--- config.mk ---
export PLATFORM = sky130hd
export DESIGN_NAME = x_uart_rx_fifo_flat
export DESIGN_NICKNAME = d
export VERILOG_FILES = /design/src/rtl/x_uart_rx_fifo_if.sv /design/src/rtl/x_uart_rx_fifo.sv /design/src/flat_wrapper.sv
export SDC_FILE = /design/constraint.sdc
export NUM_CORES = 1
export LEC_CHECK = 0
export CELL_PAD_IN_SITES_DETAIL_PLACEMENT = 1
export CELL_PAD_IN_SITES_GLOBAL_PLACEMENT = 1
export CORE_ASPECT_RATIO = 1.25
export CORE_MARGIN = 2
export CORE_UTILIZATION = 31
export DETAILED_ROUTE_END_ITERATION = 12
export MAX_ROUTING_LAYER = met4
export PLACE_DENSITY = 0.54
export SLEW_MARGIN = 5
export SYNTH_ARGS = -nofsm -noshare
export SYNTH_HDL_FRONTEND = slang
export SYNTH_SLANG_ARGS = --single-unit
--- constraint.sdc ---
create_clock -name i_clk -period 10.73 [get_ports i_clk]
set_clock_uncertainty 0.2 [all_clocks]
set_input_delay 1.073 -clock i_clk [delete_from_list [all_inputs] [get_ports i_clk]]
set_output_delay 1.073 -clock i_clk [all_outputs]
set_load 0.02 [all_outputs]
--- src/rtl/x_uart_rx_fifo_if.sv ---
// Byte-stream bundle between the UART receiver, the RX FIFO and its consumer.
// Signal names keep the original block's port names so existing hookups map one-to-one.
interface x_uart_rx_fifo_if #(
  parameter int unsigned p_depth = 16
) ();
  localparam int unsigned p_cnt_width = $clog2(p_depth) + 1;

  logic                   i_valid;
  logic [7:0]             i_data;
  logic                   o_valid;
  logic [7:0]             o_data;
  logic                   i_ready;
  logic [p_cnt_width-1:0] o_count;
  logic                   o_overflow;
  logic                   i_clr_overflow;
  logic                   o_timeout;

  // FIFO side
  modport slave (
    input  i_valid, i_data, i_ready, i_clr_overflow,
    output o_valid, o_data, o_count, o_overflow, o_timeout
  );

  // Receiver/consumer side
  modport master (
    output i_valid, i_data, i_ready, i_clr_overflow,
    input  o_valid, o_data, o_count, o_overflow, o_timeout
  );
endinterface

--- src/rtl/x_uart_rx_fifo.sv ---
// UART receive FIFO: captures single-cycle byte strobes into a circular buffer,
// presents the head byte show-ahead, flags dropped bytes and pulses on an idle line.
module x_uart_rx_fifo #(
  parameter int unsigned p_depth       = 16,
  parameter int unsigned p_idle_cycles = 1000
) (
  input  logic              i_clk,
  input  logic              i_rst,
  x_uart_rx_fifo_if.slave   io_bus
);
  localparam int unsigned p_cnt_width = $clog2(p_depth) + 1;
  localparam int unsigned p_aw        = $clog2(p_depth);
  localparam int unsigned p_tw        = $clog2(p_idle_cycles) + 1;

  typedef enum logic {
    S_IDLE,
    S_ARMED
  } t_state;

  logic [7:0]             r_mem [p_depth];
  logic [p_aw-1:0]        r_wr_ptr;
  logic [p_aw-1:0]        r_rd_ptr;
  logic [p_cnt_width-1:0] r_count;
  logic [7:0]             r_data;
  logic                   r_overflow;
  logic                   r_timeout;
  logic [p_tw-1:0]        r_timer;
  t_state                 r_state;

  logic                   w_pop;
  logic                   w_push;
  logic                   w_drop;
  logic [p_aw-1:0]        w_rd_next;
  logic [7:0]             w_head_next;
  logic [p_cnt_width-1:0] w_count_next;

  assign w_pop  = (r_count != '0) & io_bus.i_ready;
  assign w_push = io_bus.i_valid & ((r_count < p_cnt_width'(p_depth)) | w_pop);
  assign w_drop = io_bus.i_valid & ~w_push;

  // Next head pointer and next head byte; the head register is refreshed every edge
  // so o_data is a clean flop output. A write landing on the next head slot bypasses
  // the array read, which covers the empty-FIFO first-word case.
  always_comb begin
    w_rd_next   = w_pop ? r_rd_ptr + p_aw'(1) : r_rd_ptr;
    w_head_next = r_mem[w_rd_next];
    if (w_push && (r_wr_ptr == w_rd_next)) begin
      w_head_next = io_bus.i_data;
    end
  end

  // Occupancy update: both or neither leaves the count unchanged
  always_comb begin
    w_count_next = r_count;
    case ({w_push, w_pop})
      2'b10:   w_count_next = r_count + p_cnt_width'(1);
      2'b01:   w_count_next = r_count - p_cnt_width'(1);
      default: w_count_next = r_count;
    endcase
  end

  // Storage array write port (contents intentionally not reset)
  always_ff @(posedge i_clk) begin
    if (w_push) begin
      r_mem[r_wr_ptr] <= io_bus.i_data;
    end
  end

  // Pointers, occupancy and registered head byte
  always_ff @(posedge i_clk or negedge i_rst) begin
    if (!i_rst) begin
      r_wr_ptr <= '0;
      r_rd_ptr <= '0;
      r_count  <= '0;
      r_data   <= '0;
    end else begin
      if (w_push) begin
        r_wr_ptr <= r_wr_ptr + p_aw'(1);
      end
      r_rd_ptr <= w_rd_next;
      r_count  <= w_count_next;
      r_data   <= w_head_next;
    end
  end

  // Sticky overflow flag; a drop in the same cycle as a clear keeps it set
  always_ff @(posedge i_clk or negedge i_rst) begin
    if (!i_rst) begin
      r_overflow <= 1'b0;
    end else if (w_drop) begin
      r_overflow <= 1'b1;
    end else if (io_bus.i_clr_overflow) begin
      r_overflow <= 1'b0;
    end
  end

  // Idle-line timer: armed by accepted writes, disarmed by a full drain or by firing
  always_ff @(posedge i_clk or negedge i_rst) begin
    if (!i_rst) begin
      r_state   <= S_IDLE;
      r_timer   <= '0;
      r_timeout <= 1'b0;
    end else begin
      r_timeout <= 1'b0;
      case (r_state)
        S_IDLE: begin
          if (w_push) begin
            r_state <= S_ARMED;
            r_timer <= '0;
          end
        end
        S_ARMED: begin
          if (w_count_next == '0) begin
            r_state <= S_IDLE;
            r_timer <= '0;
          end else if (w_push) begin
            r_timer <= '0;
          end else if (r_timer == p_tw'(p_idle_cycles - 1)) begin
            r_timeout <= 1'b1;
            r_state   <= S_IDLE;
            r_timer   <= '0;
          end else if (r_timer < p_tw'(p_idle_cycles - 1)) begin
            r_timer <= r_timer + p_tw'(1);
          end
        end
        default: begin
          r_state <= S_IDLE;
          r_timer <= '0;
        end
      endcase
    end
  end

  assign io_bus.o_valid    = (r_count != '0);
  assign io_bus.o_data     = r_data;
  assign io_bus.o_count    = r_count;
  assign io_bus.o_overflow = r_overflow;
  assign io_bus.o_timeout  = r_timeout;
endmodule

--- src/flat_wrapper.sv ---
// flat-port wrapper written by rule: the top's interface ports become plain ports
module x_uart_rx_fifo_flat 
#(
  parameter int unsigned p_depth       = 16,
  parameter int unsigned p_idle_cycles = 1000
)
  (i_clk, i_rst, io_bus_i_valid, io_bus_i_data, io_bus_i_ready, io_bus_i_clr_overflow, io_bus_o_valid, io_bus_o_data, io_bus_o_count, io_bus_o_overflow, io_bus_o_timeout);
  x_uart_rx_fifo_if #(.p_depth(p_depth)) io_bus_i ();
  input  logic i_clk;
  input  logic i_rst;
  input wire logic [$bits(io_bus_i.i_valid)-1:0] io_bus_i_valid;
  input wire logic [$bits(io_bus_i.i_data)-1:0] io_bus_i_data;
  input wire logic [$bits(io_bus_i.i_ready)-1:0] io_bus_i_ready;
  input wire logic [$bits(io_bus_i.i_clr_overflow)-1:0] io_bus_i_clr_overflow;
  output wire logic [$bits(io_bus_i.o_valid)-1:0] io_bus_o_valid;
  output wire logic [$bits(io_bus_i.o_data)-1:0] io_bus_o_data;
  output wire logic [$bits(io_bus_i.o_count)-1:0] io_bus_o_count;
  output wire logic [$bits(io_bus_i.o_overflow)-1:0] io_bus_o_overflow;
  output wire logic [$bits(io_bus_i.o_timeout)-1:0] io_bus_o_timeout;
  assign io_bus_i.i_valid = io_bus_i_valid;
  assign io_bus_i.i_data = io_bus_i_data;
  assign io_bus_i.i_ready = io_bus_i_ready;
  assign io_bus_i.i_clr_overflow = io_bus_i_clr_overflow;
  assign io_bus_o_valid = io_bus_i.o_valid;
  assign io_bus_o_data = io_bus_i.o_data;
  assign io_bus_o_count = io_bus_i.o_count;
  assign io_bus_o_overflow = io_bus_i.o_overflow;
  assign io_bus_o_timeout = io_bus_i.o_timeout;
  x_uart_rx_fifo #(.p_depth(p_depth), .p_idle_cycles(p_idle_cycles)) u_core (.i_clk(i_clk), .i_rst(i_rst), .io_bus(io_bus_i));
endmodule
Word level (Yosys, flattened, before mapping)
Memories as Yosys holds them, arrays and structs flattened. A register that Yosys moved wholly into a read port is not among the register bits.
Cells that the tools add are included.
{"block": "op_classes", "addsub": 5, "order_cmp": 2, "eq_ne": 5, "n_mux": 20, "bitwise_logic": 6, "reduce_logical": 5}
{"cell": "two-way mux 11 bit", "count": 5}
{"cell": "one-hot mux 11 bit (2 select lines)", "count": 1}
{"cell": "adder 11 x 1 -> 11 bit, second input constant", "count": 1}
{"cell": "equality test 11 x 10 -> 1 bit, second input constant", "count": 1}
{"cell": "< comparator 11 x 10 -> 1 bit, second input constant", "count": 1}
{"cell": "two-way mux 1 bit", "count": 11}
{"cell": "one-hot mux 5 bit (2 select lines)", "count": 1}
{"cell": "adder 4 x 1 -> 4 bit, second input constant", "count": 2}
{"cell": "adder 5 x 1 -> 5 bit, second input constant", "count": 1}
{"cell": "zero test 5 bit", "count": 1}
{"cell": "< comparator 5 bit, second input constant", "count": 1}
{"cell": "!= test 5 bit, second input constant", "count": 1}
{"cell": "nonzero test 5 bit", "count": 1}
{"cell": "subtractor 5 x 1 -> 5 bit, second input constant", "count": 1}
{"cell": "two-way mux 4 bit", "count": 1}
{"cell": "AND 1 bit", "count": 3}
{"cell": "equality test 2 x 1 -> 1 bit, second input constant", "count": 1}
{"cell": "equality test 2 bit, second input constant", "count": 1}
{"cell": "!= test 2 x 1 -> 1 bit, second input constant", "count": 1}
{"cell": "inverter 1 bit", "count": 2}
{"cell": "one-hot mux 1 bit (2 select lines)", "count": 1}
{"cell": "AND reduction 2 bit", "count": 1}
{"cell": "nonzero test 2 bit", "count": 1}
{"cell": "zero test 1 bit", "count": 1}
{"cell": "OR 1 bit", "count": 1}
{"block": "word_totals", "reg_bits": 27, "ramBits": 128, "output_inout_bits": 16, "word_cells": 51, "memories": 1}
{"memory": "u_core.r_mem", "depth": 16, "width": 8, "read_ports": 1, "rd_ports_with_merged_regs": 1, "write_ports": 1, "line": "x_uart_rx_fifo.sv:20", "source": "logic [7:0] r_mem [p_depth];"}

Depth between registers and ports, before layout
Gate-level depths: netlist of run 1.
{"block": "logic_depth", "word_depth": 9, "ltp_mapped": 18, "mapped_depth_nobuf": 13}

Least setup slack after synthesis of run 1
Ideal clock, no wire load.
{"block": "synth_path", "path_kind": "input-to-reg", "startpoint": "in io_bus_i_ready", "endpoint": "reg u_core.r_timer[8]", "setup_time_ns": 0.124, "arrival_ns": 3.887, "slack_ns": 6.519, "path_stages": 16, "path_buffers": 4, "cell_sequence": "a21bo_2 buf_2 inv_2 clkbuf_1 ha_1 buf_6 xor2_1 ha_1 a21oi_1 mux2i_1 xnor2_1 a211o_1 o31ai_2 buf_4 nor2_1 a211o_1"}
{"block": "synth_between", "elab_chain_len": 8, "word_cells_on_any_way": 13}
{"element": "start: declaration", "line": "flat_wrapper.sv:13", "source": "input wire logic [$bits(io_bus_i.i_ready)-1:0] io_bus_i_ready;"}
{"element": "AND 1 bit (*)", "line": "x_uart_rx_fifo.sv:37", "source": "assign w_pop = (r_count != '0) & io_bus.i_ready;"}
{"element": "OR 1 bit", "line": "x_uart_rx_fifo.sv:38", "source": "assign w_push = io_bus.i_valid & ((r_count < p_cnt_width'(p_depth)) | w_pop);"}
{"element": "AND 1 bit", "line": "x_uart_rx_fifo.sv:38"}
{"element": "equality test 2 x 1 -> 1 bit / equality test 2 bit (equally long branches)", "line": "x_uart_rx_fifo.sv:55", "source": "case ({w_push, w_pop})"}
{"element": "one-hot mux 5 bit (2 select lines) (*)", "line": "x_uart_rx_fifo.sv:55"}
{"element": "via u_core.w_count_next[2]", "line": "x_uart_rx_fifo.sv:35", "source": "logic [p_cnt_width-1:0] w_count_next;"}
{"element": "zero test 5 bit (*)", "line": "x_uart_rx_fifo.sv:113", "source": "if (w_count_next == '0) begin"}
{"element": "!= test 5 bit (no line) / two-way mux 11 bit (equally long branches)"}
{"element": "AND reduction 2 bit (no line) / one-hot mux 11 bit (2 select lines) (equally long branches)"}
{"element": "end signal: assignment", "line": "x_uart_rx_fifo.sv:123", "source": "r_timer <= r_timer + p_tw'(1);"}
{"element": "end: declaration", "line": "x_uart_rx_fifo.sv:27", "source": "logic [p_tw-1:0] r_timer;"}
The timed path passes the listed nets; every way through them passes the cells marked *.
A chain may end at the register's enable or synchronous reset.

Worst setup path after layout of run 1
{"block": "layout_path", "startpoint": "in io_bus_i_ready", "endpoint": "reg u_core.r_timer[5]"}
Same word-level chain as after synthesis.

==> results_dict.tcl, run 1 <==
set metrics [dict create \
    outcome "finished, final reports clean" \
    setup_viol 0 \
    drtIter0Drc 401 \
    ctsRootBufferMaster "clkbuf_16" \
    synth_area_per_cell_um2 14.88 \
    finalHoldViolations 0 \
    async_flop_share_pct 21.47 \
    drv_cap 0 \
    synthAdderAreaFrac_pct 1.402 \
    endpoint "u_core.r_timer[5]" \
    multi_input_area_um2 3117 \
    grt_use_total_pct 16.88 \
    rows 65 \
    cts_sinks 163 \
    cp.arrival_ns 5.70 \
    synth_edf_count 128 \
    worst_setup_path_start_kind "input port" \
    startpoint "io_bus_i_ready" \
    grt_max_degree 58 \
    antennaDiodeCount 0 \
    synth_most_common_cell "edfxtp_1" \
    post-place-ws_ns 4.673 \
    hold_start "u_core.io_bus.o_overflow" \
    seq_area_um2 4725 \
    clock_path_buffers 2 \
    reg2reg_slack_ns 5.39 \
    fin_cells 902 \
    yosys-top-cells-count "edfxtp_1, nand3_1, mux4_2" \
    synth_top_family_by_area "multiplexers" \
    p_per_area_nw_per_um2 287.2 \
    tightest_slew_ns 0.9509 \
    synth.cell_area_um2 8034 \
    dr.pass1.iters 4 \
    crit_fanout 37 \
    post-route-period-util_pct 51.97 \
    vias_per_cell 5.462 \
    post-route-util_pct 36.39 \
    cts_resized 0 \
    final.fill_count 2637 \
    core_area_um2 25370 \
    wire_per_inst_um 23.48 \
    cellLeakagePower_nw 3.118 \
    fin_crit_ns 5.576 \
    io_pins 29 \
    synth_compound_area_share_pct 5.996 \
    peakVddDrop_uv 112.1 \
    syn_nets 562 \
    ys_top_cells_by_area "edfxtp_1, mux4_2, dfrtp_1" \
    tns_ns 0 \
    wl_um 21180 \
    synth_top_area_share_pct 47.84 \
    die_y_um 184.0 \
    overflow 0 \
    hold_class "register to register" \
    rr_endpoint "u_core.r_timer[5]" \
    slew_headroom_pct 36.60 \
    yosysWarnings 0 \
    gp_congestion 0.7583 \
    ys.flop_type "edfxtp_1" \
    r2r_cells 13 \
    drive_above_1_share_pct 19.75 \
    ant_nets 0 \
    setup_ws_ns 5.154 \
    cp-end-kind "register" \
    yosysTopAreaCell "edfxtp_1" \
    timing.fmax_mhz 179.3 \
    drv_slew 0 \
    antenna_found_initial 0 \
    syn2layout_area_growth_pct 14.92 \
    start_util_pct 31.66 \
    synthSimpleGateAreaFrac_pct 10.81 \
    drcViolationCount 0 \
    grt_pass1_wl_um 33040 \
    synth-seq-area-share_pct 58.74 \
    die_x_um 148.0 \
    cts_tree "done" \
    r2r-start "u_core.io_bus.o_count[1]" \
    grt_pass1_vias 5436 \
    synth_cell_types 53 \
    nets 576 \
    ctsHtreeMaxLevel 4 \
    synth_mux_area_share_pct 18.33 \
    syn_inst 540 \
    critPathKind "input port to register" \
    ctsHoldBuffers 0 \
    synthXorXnorAreaFrac_pct 2.165 \
    dp_hpwl_um 13990 \
    ys_seq_elements 163 \
    via_count 4927 \
    crit_required_ns 10.85 \
    rsz0062_at_grt "false" \
    dieArea_um2 27230 \
    dp_cells 870 \
    cts_made_buffers 17 \
    clkTransAtPathRegs_ns 0.07 \
    postCtsSetupBuffers 0 \
    numPortBuffers 28 \
    clock_latency_ns 0.43 \
]
==> final cells by class <==
cell class	instances	share of cell area, %
Multi-Input combinational cell	330	33.76
Clock inverter	15	2.209
Inverter	10	0.4066
Clock buffer	17	4.608
Timing Repair Buffer	32	3.307
Sequential cell	163	51.17
Tap cell	335	4.540
==> layer usage <==
layer  wire, µm  global-route usage (%)  part of all wire [%]  vias up
met2      10780                   27.54                    51      114
met1       8896                   20.46                    42     2578
met4        680                   8.000                   3.2        0
met3        814                   2.903                   3.8       37
met5          0                       -                     0        -
li1           -                       -                     -     2198
==> stage by stage <==
| step | instance area (µm²) | total power [mW] | hold WS, ns |
|---|---|---|---|
| finish | 9233 | 2.651 | 0.3347 |
| detailed placement | 8603 | 2.026 | 0.3294 |
| floorplan | 8034 | 1.667 | 0.2977 |
| global route | 9233 | 2.801 | 0.3863 |
| CTS | 9233 | 2.685 | 0.3405 |
| global placement | 8603 | 2.011 | 0.3173 |
==> power by group <==
part | switching, mW | internal [mW] | leakage (nW)
Sequential | 0.104 | 0.778 | 1.59
Clock | 0.262 | 0.392 | 0.304
Combinational | 0.620 | 0.494 | 1.22
==> state kept, by name, summed over array words and instances (netlist names) <==
name	flops
u_core.r_mem	128
u_core.r_timer	11
u_core.io_bus.o_data	8
u_core.io_bus.o_count	5
u_core.r_rd_ptr	4
u_core.r_wr_ptr	4
u_core.io_bus.o_overflow	1
u_core.io_bus.o_timeout	1
u_core.r_state	1
==> worst min path at each step <==
stage,end,slack [ns],cells past startpoint
after floorplan,u_core.r_timer[0],0.30,1
after global placement,u_core.io_bus.o_overflow,0.32,2
after detailed placement,u_core.io_bus.o_overflow,0.33,2
after CTS,u_core.io_bus.o_overflow,0.34,2
after global routing,u_core.io_bus.o_overflow,0.39,2
final,u_core.io_bus.o_overflow,0.33,2
==> kinds of logic (layout without fill, tap and decap cells) <==
| logic type | Yosys count | count (layout) |
|---|---|---|
| AO/OA/AOI/OAI | 69 | 69 |
| XOR/XNOR | 19 | 19 |
| adder cells (fa/ha/maj) | 9 | 9 |
| buffers and inverters | 47 | 74 |
| flip-flops | 163 | 163 |
| multiplexers | 67 | 67 |
| AND/OR/NAND/NOR | 166 | 166 |
==> critical path: stages <==
cell	delay, ns
clkdlybuf4s50_1	0.47
a21bo_2	0.73
inv_2	0.49
ha_1	0.44
xor2_1	0.18
ha_1	0.22
a21oi_1	0.16
mux2i_1	0.25
xnor2_1	0.13
a211o_1	0.33
o31ai_2	0.75
nor3_1	0.12
a211o_1	0.31
==> layout by cell type (no fill, tap or decap), drive strengths merged, types with 17 or more instances in the layout <==
cell           netlist  final
nand2               18     18
nor2                19     19
clkbuf              18     17
nand3               73     73
and2                20     20
edfxtp             128    128
clkdlybuf4s50        0     27
mux4                64     64
a21oi               20     20
dfrtp               35     35
Power figures use the tool's default switching activity.
==> run 2, diff against run 1 <==
--- a/config.mk
+++ b/config.mk
@@ -12,7 +12,7 @@
 export CORE_UTILIZATION = 31
 export DETAILED_ROUTE_END_ITERATION = 12
 export MAX_ROUTING_LAYER = met4
-export PLACE_DENSITY = 0.54
+export PLACE_DENSITY = 0.56
 export SLEW_MARGIN = 5
 export SYNTH_ARGS = -nofsm -noshare
 export SYNTH_HDL_FRONTEND = slang
==> constraint.sdc (replaced) <==
create_clock -name i_clk -period 4.7 [get_ports i_clk]
set_clock_uncertainty 0.2 [all_clocks]
set_input_delay 0.47 -clock i_clk [delete_from_list [all_inputs] [get_ports i_clk]]
set_output_delay 0.47 -clock i_clk [all_outputs]
set_load 0.02 [all_outputs]
==> results_dict.tcl, run 2 (synthesized netlist as in run 1, its figures left out) <==
set metrics [dict create \
    outcome "complete, but fails checks" \
    violations "hold timing" \
    tightest_slew_ns 0.9123 \
    intPower_mw 3.711 \
    cp_top_family "compound AO/OA/AOI/OAI gates" \
    overflow 0 \
    post-route-period-util_pct 84.92 \
    drive_above_1_share_pct 20.42 \
    rows 65 \
    power_frac_comb_pct 42.5 \
    vias_per_cell 5.416 \
    io_pins 29 \
    crit_slowest_cell "clkdlybuf4s50_1" \
    ant_nets 0 \
    tns_ns 0 \
    p_seq_share_pct 34.0 \
    cellLeakagePower_nw 3.130 \
    dp_hpwl_um 13430 \
    drv_slew 0 \
    syn2layout_area_growth_pct 14.92 \
    fin_hold_ws_ns -0.02297 \
    nets 582 \
    via_count 4923 \
    finalHoldViolations 28 \
    slew_headroom_pct 38.88 \
    post-place-ws_ns 0.2686 \
    rsz0062_at_grt "false" \
    numPortBuffers 28 \
    crit_fanout 12 \
    clock_latency_ns 0.43 \
    r2r_cells 14 \
    drv_cap 0 \
    cp-end-kind "register" \
    grt_pass1_vias 5438 \
    crit_required_ns 4.81 \
    hold_class "input port to async pin" \
    grt_use_total_pct 16.87 \
    gp_congestion 0.8237 \
    cts_tree "done" \
    p_per_area_nw_per_um2 640.2 \
    cts_resized 0 \
    ctsRootBufferMaster "clkbuf_16" \
    setup_viol 0 \
    r2r-start "u_core.io_bus.o_count[4]" \
    die_y_um 184.0 \
    critPathKind "input port to register" \
    rr_endpoint "u_core.r_timer[6]" \
    antenna_found_initial 1 \
    grt_max_degree 48 \
    start_util_pct 31.66 \
    final_cell_mix "edfxtp_1, nand3_1, mux4_2, dfrtp_1, clkdlybuf4s50_1" \
    ctsHoldBuffers 0 \
    clock_path_buffers 2 \
    worst_setup_path_start_kind "input port" \
    cts_sinks 163 \
    top_register "u_core.r_mem" \
    clock_power_share_pct 23.5 \
    fin_crit_ns 3.991 \
    largest_reg_flops 128 \
    wl_um 20960 \
    reg2reg_slack_ns 0.76 \
    wire_per_inst_um 23.06 \
    cts_made_buffers 17 \
    die_x_um 148.0 \
    drtIter0Drc 373 \
    worstPathCellList "clkdlybuf4s50_1 > nand2b_1 > and2_1 > clkinv_1 > ha_1 > xor2_1 > ha_1 > a21oi_1 > mux2i_1 > xnor2_1 > a211o_1 > o31ai_2 > buf_4 > nor3_1 > a211o_1" \
    timing.fmax_mhz 250.6 \
    slowest_delay_ns 0.50 \
    peakVddDrop_uv 249.1 \
    core_area_um2 25370 \
    grt_pass1_wl_um 32910 \
    dieArea_um2 27230 \
    drcViolationCount 0 \
    setup_ws_ns 0.7090 \
    cp.arrival_ns 4.10 \
    postCtsSetupBuffers 0 \
    swShare_pct 37.22 \
    dr.pass1.iters 4 \
    clkTransAtPathRegs_ns 0.06 \
    crit_buf_inv 3 \
    final_common_cell "edfxtp_1" \
    ctsHtreeMaxLevel 4 \
    p_sw_mw 2.200 \
]
-- run 2: changes by cell type in the layout (fill, tap and decap cells not counted), sizes merged --
cell / change
diode: +1
clkinvlp: -1
buf: +6
clkbuf: +1
inv: +1
bufinv: -2
clkinv: +1
-- run 2: how the worst max path moves through the flow --
stage                        startpoint           endpoint  slack [ns]  cells after the start
2_1_floorplan  u_core.io_bus.o_count[1]  u_core.r_timer[8]        0.73                     18
3_3_place_gp             io_bus_i_ready  u_core.r_timer[6]        0.57                     15
3_5_place_dp             io_bus_i_ready  u_core.r_timer[6]        0.27                     15
4_1_cts                  io_bus_i_ready  u_core.r_timer[6]        0.72                     15
5_1_grt                  io_bus_i_ready  u_core.r_timer[2]        0.39                     14
6_report                 io_bus_i_ready  u_core.r_timer[6]        0.71                     15
-- run 2: cell type report --
class,count,area (µm²)
Multi-Input combinational cell,330,3117
Clock inverter,14,152.6
Tap cell,335,419.2
Inverter,10,37.54
Timing Repair Buffer,38,350.3
Clock buffer,18,429.2
Fill cell,2645,16140
Sequential cell,163,4725
Antenna cell,1,2.502
-- run 2: power groups by stage --
stage | sequential [mW] | clock [mW] | combinational [mW]
3_5_place_dp | 2.04 | 0 | 2.57
5_1_grt | 2.04 | 1.47 | 2.76
4_1_cts | 2.01 | 1.42 | 2.57
6_report | 2.01 | 1.39 | 2.51
2_1_floorplan | 1.98 | 0 | 1.83
3_3_place_gp | 2.03 | 0 | 2.52
-- run 2: per-layer routing --
metal / track usage [%] / vias to the layer above / share of wire [%]
met3: 3.127 / 30 / 4.3
li1: - / 2206 / -
met5: - / - / 0
met1: 19.87 / 2581 / 41
met2: 29.07 / 106 / 52
met4: 5.829 / 0 / 2.2
-- run 2: through the flow --
stage | cells | cell area [µm²] | power, mW | hold WS, ns | utilization (%)
6_report | 909 | 9233 | 5.911 | -0.02297 | 36.39
5_1_grt | 909 | 9233 | 6.275 | 0.03863 | 36.39
4_1_cts | 908 | 9230 | 6.005 | 0.01182 | 36.38
3_5_place_dp | 876 | 8648 | 4.609 | 0.3368 | 34.08
3_3_place_gp | 876 | 8648 | 4.547 | 0.3194 | 34.08
2_1_floorplan | 540 | 8034 | 3.806 | -0.02559 | -
